**src/rtl/one_wire_pkg.sv**
```systemverilog
// Shared 1-Wire definitions: command encodings, master FSM states and
// default slot timing for a 100 MHz clock.
package one_wire_pkg;

  typedef enum logic [1:0] {
    OW_OP_RESET = 2'd0,
    OW_OP_WRITE = 2'd1,
    OW_OP_READ  = 2'd2,
    OW_OP_NOP   = 2'd3
  } ow_op_e;

  typedef enum logic [2:0] {
    ST_IDLE      = 3'd0,
    ST_RST_LOW   = 3'd1,
    ST_RST_WAIT  = 3'd2,
    ST_SLOT_LOW  = 3'd3,
    ST_SLOT_HIGH = 3'd4,
    ST_SLOT_REC  = 3'd5,
    ST_DONE      = 3'd6
  } ow_state_e;

  localparam int OW_CNT_W       = 16;
  localparam int OW_T_RST_LOW   = 48000;
  localparam int OW_T_PRES_SAMP = 7000;
  localparam int OW_T_RST_TOTAL = 48000;
  localparam int OW_T_SLOT      = 6000;
  localparam int OW_T_W1_LOW    = 600;
  localparam int OW_T_W0_LOW    = 6000;
  localparam int OW_T_RD_LOW    = 100;
  localparam int OW_T_RD_SAMP   = 1300;
  localparam int OW_T_REC       = 100;

endpackage

```
**src/rtl/one_wire_master_ctrl_if.sv**
```systemverilog
// Command/result bundle between host logic (master) and the 1-Wire sequencer (slave).
// Valid/ready command handshake; results are level-held except the done pulse.
interface one_wire_master_ctrl_if;
  logic       cmd_valid;
  logic       cmd_ready;
  logic [1:0] cmd_op;
  logic [7:0] cmd_data;
  logic       done;
  logic       presence;
  logic [7:0] rd_data;
  logic       busy;

  modport master (
    output cmd_valid, cmd_op, cmd_data,
    input  cmd_ready, done, presence, rd_data, busy
  );

  modport slave (
    input  cmd_valid, cmd_op, cmd_data,
    output cmd_ready, done, presence, rd_data, busy
  );
endinterface

```
**src/rtl/one_wire_sync.sv**
```systemverilog
// Two-flop synchronizer for the raw 1-Wire line level; 2-cycle latency, no backpressure.
// Resets to the idle (released, high) line level so no false low is seen after reset.
module one_wire_sync #(
  parameter logic RST_VAL = 1'b1
) (
  input  logic clk,
  input  logic rst_n,
  input  logic d,
  output logic q
);

  logic meta_q, meta_d;
  logic sync_q, sync_d;

  always_comb begin
    meta_d = d;
    sync_d = meta_q;
  end

  always_ff @(posedge clk or negedge rst_n) begin
    if (!rst_n) begin
      meta_q <= RST_VAL;
      sync_q <= RST_VAL;
    end else begin
      meta_q <= meta_d;
      sync_q <= sync_d;
    end
  end

  assign q = sync_q;

endmodule

```
**src/rtl/one_wire_master_ctrl.sv**
```systemverilog
// 1-Wire bus master: sequences RESET, WRITE-byte and READ-byte with cycle-exact slot timing.
// One command in flight; cmd_ready only in IDLE while enabled, done pulses once per completed command.
module one_wire_master_ctrl
  import one_wire_pkg::*;
#(
  parameter int CNT_W       = OW_CNT_W,
  parameter int T_RST_LOW   = OW_T_RST_LOW,
  parameter int T_PRES_SAMP = OW_T_PRES_SAMP,
  parameter int T_RST_TOTAL = OW_T_RST_TOTAL,
  parameter int T_SLOT      = OW_T_SLOT,
  parameter int T_W1_LOW    = OW_T_W1_LOW,
  parameter int T_W0_LOW    = OW_T_W0_LOW,
  parameter int T_RD_LOW    = OW_T_RD_LOW,
  parameter int T_RD_SAMP   = OW_T_RD_SAMP,
  parameter int T_REC       = OW_T_REC
) (
  input  logic                  clk,
  input  logic                  rst_n,
  input  logic                  enable,
  input  logic                  ow_in,
  output logic                  ow_drive_low,
  one_wire_master_ctrl_if.slave cmd_if
);

  localparam logic [CNT_W-1:0] CNT_ONE       = CNT_W'(1);
  localparam logic [CNT_W-1:0] RST_LOW_LAST  = CNT_W'(T_RST_LOW - 1);
  localparam logic [CNT_W-1:0] PRES_AT       = CNT_W'(T_PRES_SAMP);
  localparam logic [CNT_W-1:0] RST_WAIT_LAST = CNT_W'(T_RST_TOTAL - 1);
  localparam logic [CNT_W-1:0] SLOT_LEN      = CNT_W'(T_SLOT);
  localparam logic [CNT_W-1:0] W1_LEN        = CNT_W'(T_W1_LOW);
  localparam logic [CNT_W-1:0] W0_LEN        = CNT_W'(T_W0_LOW);
  localparam logic [CNT_W-1:0] RD_LEN        = CNT_W'(T_RD_LOW);
  // The counter restarts in SLOT_HIGH, so the read sample point is offset by the low phase.
  localparam logic [CNT_W-1:0] RD_SAMP_AT    = CNT_W'(T_RD_SAMP - T_RD_LOW);
  localparam logic [CNT_W-1:0] REC_LAST      = CNT_W'(T_REC - 1);

  ow_state_e        state_q, state_d;
  ow_op_e           op_q, op_d;
  logic [CNT_W-1:0] cnt_q, cnt_d, cnt_inc, low_len, high_len;
  logic [2:0]       bit_idx_q, bit_idx_d;
  logic [7:0]       data_q, data_d;
  logic [7:0]       shift_q, shift_d;
  logic [7:0]       rd_data_q, rd_data_d;
  logic             drive_q, drive_d;
  logic             done_q, done_d;
  logic             busy_q, busy_d;
  logic             pres_smp_q, pres_smp_d;
  logic             presence_q, presence_d;
  logic             ow_sync, ready, accept;

  one_wire_sync #(.RST_VAL(1'b1)) u_sync (
    .clk  (clk),
    .rst_n(rst_n),
    .d    (ow_in),
    .q    (ow_sync)
  );

  assign ready  = enable && (state_q == ST_IDLE);
  assign accept = cmd_if.cmd_valid && ready;

  always_comb begin
    low_len = data_q[bit_idx_q] ? W1_LEN : W0_LEN;
    if (op_q == OW_OP_READ) low_len = RD_LEN;
    high_len = SLOT_LEN - low_len;
    cnt_inc  = (cnt_q == '1) ? cnt_q : cnt_q + CNT_ONE;
  end

  always_comb begin
    state_d    = state_q;
    op_d       = op_q;
    cnt_d      = cnt_inc;
    bit_idx_d  = bit_idx_q;
    data_d     = data_q;
    shift_d    = shift_q;
    rd_data_d  = rd_data_q;
    drive_d    = drive_q;
    done_d     = 1'b0;
    pres_smp_d = pres_smp_q;
    presence_d = presence_q;

    if (!enable) begin
      state_d   = ST_IDLE;
      drive_d   = 1'b0;
      bit_idx_d = 3'd7;
    end else begin
      unique case (state_q)
        ST_IDLE: begin
          cnt_d = '0;
          if (accept) begin
            op_d      = ow_op_e'(cmd_if.cmd_op);
            data_d    = cmd_if.cmd_data;
            bit_idx_d = 3'd7;
            shift_d   = 8'h00;
            unique case (ow_op_e'(cmd_if.cmd_op))
              OW_OP_RESET: begin
                state_d = ST_RST_LOW;
                drive_d = 1'b1;
              end
              OW_OP_WRITE, OW_OP_READ: begin
                state_d = ST_SLOT_LOW;
                drive_d = 1'b1;
              end
              default: begin
                state_d = ST_DONE;
                done_d  = 1'b1;
              end
            endcase
          end
        end
        ST_RST_LOW: begin
          if (cnt_q == RST_LOW_LAST) begin
            state_d = ST_RST_WAIT;
            drive_d = 1'b0;
          end
        end
        ST_RST_WAIT: begin
          if (cnt_q == PRES_AT) pres_smp_d = ~ow_sync;
          // presence is only published on completion so an aborted RESET leaves it untouched
          if (cnt_q == RST_WAIT_LAST) begin
            state_d    = ST_DONE;
            done_d     = 1'b1;
            presence_d = pres_smp_d;
          end
        end
        ST_SLOT_LOW: begin
          if (cnt_q == low_len - CNT_ONE) begin
            drive_d = 1'b0;
            state_d = (high_len == '0) ? ST_SLOT_REC : ST_SLOT_HIGH;
          end
        end
        ST_SLOT_HIGH: begin
          if (op_q == OW_OP_READ && cnt_q == RD_SAMP_AT) shift_d = {shift_q[6:0], ow_sync};
          if (cnt_q == high_len - CNT_ONE) state_d = ST_SLOT_REC;
        end
        ST_SLOT_REC: begin
          if (cnt_q == REC_LAST) begin
            if (bit_idx_q == 3'd0) begin
              state_d = ST_DONE;
              done_d  = 1'b1;
              if (op_q == OW_OP_READ) rd_data_d = shift_q;
            end else begin
              bit_idx_d = bit_idx_q - 3'd1;
              state_d   = ST_SLOT_LOW;
              drive_d   = 1'b1;
            end
          end
        end
        ST_DONE: begin
          state_d = ST_IDLE;
        end
        default: begin
          state_d = ST_IDLE;
          drive_d = 1'b0;
        end
      endcase
    end

    if (state_d != state_q) cnt_d = '0;
    busy_d = (state_d != ST_IDLE);
  end

  always_ff @(posedge clk or negedge rst_n) begin
    if (!rst_n) begin
      state_q    <= ST_IDLE;
      op_q       <= OW_OP_NOP;
      cnt_q      <= '0;
      bit_idx_q  <= 3'd7;
      data_q     <= 8'h00;
      shift_q    <= 8'h00;
      rd_data_q  <= 8'h00;
      drive_q    <= 1'b0;
      done_q     <= 1'b0;
      busy_q     <= 1'b0;
      pres_smp_q <= 1'b0;
      presence_q <= 1'b0;
    end else begin
      state_q    <= state_d;
      op_q       <= op_d;
      cnt_q      <= cnt_d;
      bit_idx_q  <= bit_idx_d;
      data_q     <= data_d;
      shift_q    <= shift_d;
      rd_data_q  <= rd_data_d;
      drive_q    <= drive_d;
      done_q     <= done_d;
      busy_q     <= busy_d;
      pres_smp_q <= pres_smp_d;
      presence_q <= presence_d;
    end
  end

  assign ow_drive_low    = drive_q;
  assign cmd_if.cmd_ready = ready;
  assign cmd_if.done     = done_q;
  assign cmd_if.presence = presence_q;
  assign cmd_if.rd_data  = rd_data_q;
  assign cmd_if.busy     = busy_q;

endmodule

```
**src/flat_wrapper.sv**
```systemverilog
// flat-port wrapper written by rule: the top's interface ports become plain ports
module one_wire_master_ctrl_flat import one_wire_pkg::*;
#(
  parameter int CNT_W       = OW_CNT_W,
  parameter int T_RST_LOW   = OW_T_RST_LOW,
  parameter int T_PRES_SAMP = OW_T_PRES_SAMP,
  parameter int T_RST_TOTAL = OW_T_RST_TOTAL,
  parameter int T_SLOT      = OW_T_SLOT,
  parameter int T_W1_LOW    = OW_T_W1_LOW,
  parameter int T_W0_LOW    = OW_T_W0_LOW,
  parameter int T_RD_LOW    = OW_T_RD_LOW,
  parameter int T_RD_SAMP   = OW_T_RD_SAMP,
  parameter int T_REC       = OW_T_REC
)
  (clk, rst_n, enable, ow_in, ow_drive_low, cmd_if_cmd_valid, cmd_if_cmd_op, cmd_if_cmd_data, cmd_if_cmd_ready, cmd_if_done, cmd_if_presence, cmd_if_rd_data, cmd_if_busy);
  one_wire_master_ctrl_if cmd_if_i ();
  input  logic clk;
  input  logic rst_n;
  input  logic enable;
  input  logic ow_in;
  output logic ow_drive_low;
  input wire logic [$bits(cmd_if_i.cmd_valid)-1:0] cmd_if_cmd_valid;
  input wire logic [$bits(cmd_if_i.cmd_op)-1:0] cmd_if_cmd_op;
  input wire logic [$bits(cmd_if_i.cmd_data)-1:0] cmd_if_cmd_data;
  output wire logic [$bits(cmd_if_i.cmd_ready)-1:0] cmd_if_cmd_ready;
  output wire logic [$bits(cmd_if_i.done)-1:0] cmd_if_done;
  output wire logic [$bits(cmd_if_i.presence)-1:0] cmd_if_presence;
  output wire logic [$bits(cmd_if_i.rd_data)-1:0] cmd_if_rd_data;
  output wire logic [$bits(cmd_if_i.busy)-1:0] cmd_if_busy;
  assign cmd_if_i.cmd_valid = cmd_if_cmd_valid;
  assign cmd_if_i.cmd_op = cmd_if_cmd_op;
  assign cmd_if_i.cmd_data = cmd_if_cmd_data;
  assign cmd_if_cmd_ready = cmd_if_i.cmd_ready;
  assign cmd_if_done = cmd_if_i.done;
  assign cmd_if_presence = cmd_if_i.presence;
  assign cmd_if_rd_data = cmd_if_i.rd_data;
  assign cmd_if_busy = cmd_if_i.busy;
  one_wire_master_ctrl #(.CNT_W(CNT_W), .T_RST_LOW(T_RST_LOW), .T_PRES_SAMP(T_PRES_SAMP), .T_RST_TOTAL(T_RST_TOTAL), .T_SLOT(T_SLOT), .T_W1_LOW(T_W1_LOW), .T_W0_LOW(T_W0_LOW), .T_RD_LOW(T_RD_LOW), .T_RD_SAMP(T_RD_SAMP), .T_REC(T_REC)) u_core (.clk(clk), .rst_n(rst_n), .enable(enable), .ow_in(ow_in), .ow_drive_low(ow_drive_low), .cmd_if(cmd_if_i));
endmodule
```
**config.mk**
```make
export PLATFORM = sky130hd
export DESIGN_NAME = one_wire_master_ctrl_flat
export DESIGN_NICKNAME = d
export VERILOG_FILES = /design/src/rtl/one_wire_pkg.sv /design/src/rtl/one_wire_master_ctrl_if.sv /design/src/rtl/one_wire_sync.sv /design/src/rtl/one_wire_master_ctrl.sv /design/src/flat_wrapper.sv
export SDC_FILE = /design/constraint.sdc
export NUM_CORES = 1
export LEC_CHECK = 0
export CAP_MARGIN = 10
export CORE_MARGIN = 1
export CORE_UTILIZATION = 52
export DETAILED_ROUTE_END_ITERATION = 10
export PLACE_DENSITY = 0.76
export SYNTH_ARGS = -nofsm -noshare
export SYNTH_HDL_FRONTEND = slang
export SYNTH_SLANG_ARGS = --single-unit
```
**constraint.sdc**
```tcl
create_clock -name clk -period 3 [get_ports clk]
set_clock_uncertainty 0.2 [all_clocks]
set_input_delay 0.45 -clock clk [delete_from_list [all_inputs] [get_ports clk]]
set_output_delay 0.45 -clock clk [all_outputs]
set_load 0.03 [all_outputs]
```
**Word-level counts from Yosys, hierarchy flattened**

Index checks and enable logic that the tools add are counted.

- Flip-flop bits (word level): 55
- RAM bits: 0
- Logic and storage cells: 110
- Memories kept: 0
- Memory bits (read-only): 0
- Output and inout port bits: 13
- Latch bits: 0
- Input bits: 15

- Shift operators: 0
- Bitwise gates (word level): 1
- Equality and inequality tests: 27
- $add $sub $neg: 5
- Mux-type cells: 43
- Divide/modulo/power cells: 0
- Multipliers: 0
- Reductions and logical operators: 19
- Order comparisons: 1

Operators by type and width:

| operator | number |
|---|---|
| 2-to-1 mux 16 bit | 5 |
| 2-to-1 mux 3 bit | 12 |
| equality test 16 bit | 2 |
| equality test 16 bit, second input constant | 2 |
| subtractor 16 x 1 -> 16 bit, second input constant | 2 |
| case mux 3 bit (6 select lines) | 1 |
| adder 16 x 1 -> 16 bit, second input constant | 1 |
| equality test 16 x 11 -> 1 bit, second input constant | 1 |
| equality test 16 x 13 -> 1 bit, second input constant | 1 |
| equality test 16 x 7 -> 1 bit, second input constant | 1 |
| zero test 16 bit | 1 |
| 2-to-1 mux 1 bit | 16 |
| 2-to-1 mux 8 bit | 2 |
| case mux 8 bit (2 select lines) | 1 |
| subtractor 13 x 16 -> 16 bit, first input constant | 1 |
| 2-to-1 mux 13 bit | 1 |
| != test 3 x 2 -> 1 bit, second input constant | 4 |
| case mux 3 bit (2 select lines) | 2 |
| equality test 3 bit, second input constant | 3 |
| AND reduction 4 bit | 2 |
| AND reduction 7 bit | 1 |
| equality test 3 x 2 -> 1 bit, second input constant | 2 |
| zero test 3 bit | 2 |
| != test 3 bit, second input constant | 2 |
| other kinds (22) | 28 |

**Longest topological paths before layout**

- Depth in word-level cells: 12
- Depth in mapped cells: 9
- Mapped depth without buffers: 8

**By module**

From an unflattened synthesis, not the netlist that was laid out.

- Cells, all modules: 338
- Area, all modules: 3374.5 µm²

By module, submodules not included:

| module | seq. area each (µm²) | instances | area an instance (µm²) | cells each |
|---|---|---|---|---|
| one_wire_master_ctrl | 1332.5 | 1 | 3321.9 | 336 |
| one_wire_sync | 52.6 | 1 | 52.6 | 2 |

**Least setup slack after synthesis**

Ideal clock, no wire load.

- Path kind: input port to flip-flop
- From: input port enable
- To: register u_core.cnt_q[12]
- Data required time: 2.679 ns
- Setup time: 0.121 ns
- Path buffers: 2
- Arrival time: 3.197 ns
- Slack: -0.518 ns
- Stages: 9
- Path through: buf_2 nor4b_1 o211ai_1 a211oi_1 nand3b_1 a2111oi_1 a211oi_4 buf_6 nor2_2

- Word-level cells in the longest chain between the ends: 7
- Elaborated cells between the ends (all ways): 8
- Those cells by class: eq/ne: 1; mux: 5; reduce/logical: 2

RTL lines:

| element | line | text |
|---|---|---|
| start: declaration | flat_wrapper.sv:19 | `input logic enable;` |
| logical AND 1 bit | one_wire_master_ctrl.sv:58 | `assign ready = enable && (state_q == ST_IDLE);` |
| named net cmd_if_cmd_ready | flat_wrapper.sv:25 | `output wire logic [$bits(cmd_if_i.cmd_ready)-1:0] cmd_if_cmd_ready;` |
| logical AND 1 bit | one_wire_master_ctrl.sv:59 | `assign accept = cmd_if.cmd_valid && ready;` |
| 2-to-1 mux 3 bit | one_wire_master_ctrl.sv:89 | `if (accept) begin` |
| case mux 3 bit (6 select lines) | one_wire_master_ctrl.sv:86 | `unique case (state_q)` |
| 2-to-1 mux 3 bit | one_wire_master_ctrl.sv:81 | `if (!enable) begin` |
| != test 3 bit | one_wire_master_ctrl.sv:158 | `if (state_d != state_q) cnt_d = '0;` |
| 2-to-1 mux 16 bit | one_wire_master_ctrl.sv:158 |  |
| named net u_core.cnt_d[12] | one_wire_master_ctrl.sv:39 | `logic [CNT_W-1:0] cnt_q, cnt_d, cnt_inc, low_len, high_len;` |
| end signal: assignment | one_wire_master_ctrl.sv:179 | `cnt_q <= cnt_d;` |
| end: declaration | one_wire_master_ctrl.sv:39 |  |

The timed path passes the listed nets, and every way through them passes these cells.
A chain may end at the register's enable or synchronous reset.

**Worst setup path after layout**

- From: register u_core.bit_idx_q[0]
- To: register u_core.cnt_q[14]

- Word-level cells in the longest chain between the ends: 12
- Elaborated cells between the ends (all ways): 20
- Those cells by class: add/sub: 3; eq/ne: 3; mux: 12; reduce/logical: 2

RTL lines:

| element | line | text |
|---|---|---|
| start: declaration | one_wire_master_ctrl.sv:40 | `logic [2:0] bit_idx_q, bit_idx_d;` |
| start signal: assignment | one_wire_master_ctrl.sv:180 | `bit_idx_q <= bit_idx_d;` |
| binary-select mux 1 bit (select 3 bit) | one_wire_master_ctrl.sv:62 | `low_len = data_q[bit_idx_q] ? W1_LEN : W0_LEN;` |
| 2-to-1 mux 1 bit (not written as such) | one_wire_master_ctrl.sv:62 |  |
| 2-to-1 mux 13 bit | one_wire_master_ctrl.sv:62 |  |
| 2-to-1 mux 16 bit | one_wire_master_ctrl.sv:63 | `if (op_q == OW_OP_READ) low_len = RD_LEN;` |
| subtractor 13 x 16 -> 16 bit | one_wire_master_ctrl.sv:64 | `high_len = SLOT_LEN - low_len;` |
| subtractor 16 x 1 -> 16 bit / zero test 16 bit (equally long branches) | one_wire_master_ctrl.sv:133, one_wire_master_ctrl.sv:128 |  |
| equality test 16 bit / 2-to-1 mux 1 bit (equally long branches) | one_wire_master_ctrl.sv:133, one_wire_master_ctrl.sv:128 |  |
| 2-to-1 mux 3 bit (on tied branches) | one_wire_master_ctrl.sv:133, one_wire_master_ctrl.sv:126 |  |
| case mux 3 bit (6 select lines) (*) | one_wire_master_ctrl.sv:86 |  |
| 2-to-1 mux 3 bit (*) | one_wire_master_ctrl.sv:81 |  |
| != test 3 bit (*) | one_wire_master_ctrl.sv:158 |  |
| 2-to-1 mux 16 bit (*) | one_wire_master_ctrl.sv:158 |  |
| named net u_core.cnt_d[14] | one_wire_master_ctrl.sv:39 |  |

Mark *: on every way through the listed nets, which the timed path passes. The rest lies on a longest branch. The select of a mux whose other input is x is not followed.

==> metrics <==
status completed; Setup WS pre-CTS -0.285 ns; Synth Flop Type dfrtp_1; ys async rst share 100%; Rel. slew slack 43.1%; delay of the slowest critical-path stage 0.60 ns; Peak VDD IR 0.361 mV; first-pass GRT wire length 12.4 mm; 1st-pass router iterations 5; most instantiated library cell after synthesis dfrtp_1; WHS 0.163 ns; row cnt 27; Max-cap violations 0; final setup fails 0; register area share after synthesis 44.0%; die area 6360 um^2; CP bufs+invs 1; beginning of the worst hold path u_core.u_sync.meta_q$_DFF_PN1_; initial antenna violation count 0; Crit. End Element register; worst skew pair latency 0.31 ns; crit-path max FO 16; Least-Margin Pin Slew 0.842 ns; Leak Pwr 1.59 nW; total CTS buffers 5; RR Startpoint u_core.bit_idx_q[0]$_DFFE_PN1P_; Worst path slowest cell dfstp_2; DP Cell Count 453; layout cells sized above 1 23.5%; register area 1390 um^2; synth-to-layout area growth 23.2%; grt ovf 0; Yosys cell types 52; Clk pin slew, worst setup/hold paths 0.11 ns; post-route antenna net violation count 0; CTS tree built; worst path cell trace mux4_2 -> mux2i_2 -> nand2_1 -> mux2i_1 -> a2111oi_4 -> a211oi_4 -> buf_12 -> nor3_1; n_diodes 0; critical path required time 3.03 ns; Slew Limit Fails 0; Clock Sinks 55; Design Power 1.81 mW; flops & latches, synth 55; Longest Clk Path Bufs 2; syn_nets 356; DR DRC count 0; H-Tree Depth 2; Post-synth EDFFs 0; Non-Filler Instances 463; post-synth top area share 38.2%; final core utilization 68.3%; setup slack after layout 0.104 ns; routed vias 2808; vias per inst 6.06; FILL cells 435; dpl hpwl 5.57 mm; routability congestion estimate 0.928; dominant cell type by area after synthesis dfrtp_1; total track usage 25.6%; PortBufs 27; Placed Instance Area 3680 um^2; Startpoint Class register; Mapped Cells 337; drt total wl 7.65 mm; Synth area leaders dfrtp_1, dfstp_2, nand3_1; fin nets 409; Die H 79.8 um; die width 79.8 um; starting density of the core 55.4%; Largest delay share family, worst path multiplexers; FMAX 345 MHz; Final Instance Area 3870 um^2; CP Data Arrival Time 2.93 ns; IO Pins 28; critical path launch point u_core.bit_idx_q[0]$_DFFE_PN1P_; detailed router's first-iteration violation count 357; Hold Fails Final Rpt 0; setup TNS 0 ns; top cells by count, synth dfrtp_1, nand3_1, o21ai_0; PD cells 468 nW/um^2; Synth Cell Area 3150 um^2; Hold WC Path Type register to register; Avg Inst Size Synth 9.33 um^2; vias in the first global route 2597; total number of yosys warnings 0; Multi-input gate area 1620 um^2; Placeable Area 5680 um^2; Tmin final 2.90 ns; average wire per standard cell 16.5 um; final period utilization 96.5%; root buf cell clkbuf_8; CP Class register to register; largest net degree at the start of global routing 25
routing by layer:
layer  vias up  part of all wire (%)  global-route usage (%)
met1      1309                    41                    34.9
met2       166                    48                    42.0
met5         -                     0                       0
met4         0                   2.0                    8.04
met3        17                   9.5                    4.11
li1       1316                     -                       -
final timing paths:
path	slack [ns]	depth (start not counted)	to
worst max-delay path	0.10	8	u_core.cnt_q[14]$_DFF_PN0_
worst min-delay path	0.16	0	u_core.u_sync.q$_DFF_PN1_
worst min register to register	0.16	0	u_core.u_sync.q$_DFF_PN1_
min in group asynchronous	0.44	2	u_core.cnt_q[8]$_DFF_PN0_
max in group asynchronous	1.46	3	u_core.u_sync.meta_q$_DFF_PN1_
worst max register to register	0.10	8	u_core.cnt_q[14]$_DFF_PN0_
repair_timing:
| action | CTS | global route |
|---|---|---|
| hold buffers | 1 | 0 |
| resized for setup | 2 | 2 |
| endpoints found under the setup margin | 16 | 16 |
| pin swaps | 1 | 0 |
| endpoints found under the hold margin | 19 | 0 |
| setup buffers | 1 | 0 |
flip-flops by register name, indices dropped and copies added (netlist names):
name / flops
u_core.u_sync.meta_q: 1
u_core.ow_drive_low: 1
u_core.cmd_if.rd_data: 8
u_core.u_sync.q: 1
u_core.cmd_if.presence: 1
u_core.shift_q: 8
u_core.cmd_if.busy: 1
u_core.state_q: 3
u_core.cmd_if.done: 1
u_core.data_q: 8
u_core.pres_smp_q: 1
u_core.op_q: 2
u_core.bit_idx_q: 3
u_core.cnt_q: 16
where the power goes:
| part | total (mW) | switching (mW) | internal (mW) |
|---|---|---|---|
| Combinational | 0.377 | 0.197 | 0.181 |
| Sequential | 0.840 | 0.0380 | 0.802 |
| Clock | 0.594 | 0.255 | 0.339 |
| Total | 1.81 | 0.490 | 1.32 |
cell type report:
cell class                 instances  share of cell area, %
clock buffer                       5                   1.78
clock inverter                     3                   1.84
inverter                          18                   1.74
multi-input combinational        244                   41.8
sequential                        55                   35.8
tap                               72                   2.33
timing repair buffer              66                   14.7
cell usage in the layout, fill, tap and decap left out, drive strengths merged, types with 5 or more instances in the layout:
| master | count |
|---|---|
| a21oi | 14 |
| a31oi | 5 |
| and3 | 8 |
| buf | 40 |
| clkbuf | 5 |
| clkdlybuf4s50 | 25 |
| dfrtp | 48 |
| dfstp | 7 |
| inv | 19 |
| mux2 | 12 |
| nand2 | 28 |
| nand3 | 30 |
| nand4 | 10 |
| nor2 | 27 |
| nor2b | 7 |
| nor3 | 7 |
| nor4 | 6 |
| o21a | 5 |
| o21ai | 30 |
| xnor2 | 7 |
cell families (layout without fill, tap and decap cells):
family                   count (synthesis)  count (layout)  synth area share (%)
flip-flops                              55              55                  44.0
multiplexers                            18              18                  7.00
AO/OA/AOI/OAI                           67              67                  13.3
buffers and inverters                   38              92                  5.37
XOR/XNOR                                 9               9                  2.51
adder cells (fa/ha/maj)                  4               4                  1.59
AND/OR/NAND/NOR                        146             146                  26.2
worst reg2reg max path: stages, from the launching register on:
cell and delay [ns]:
dfstp_2 0.60, mux4_2 0.51, mux2i_2 0.25, nand2_1 0.16, mux2i_1 0.21, a2111oi_4 0.46, a211oi_4 0.09, buf_12 0.19
nor3_1 0.16
Note: power is estimated with default switching activity, not from simulation.
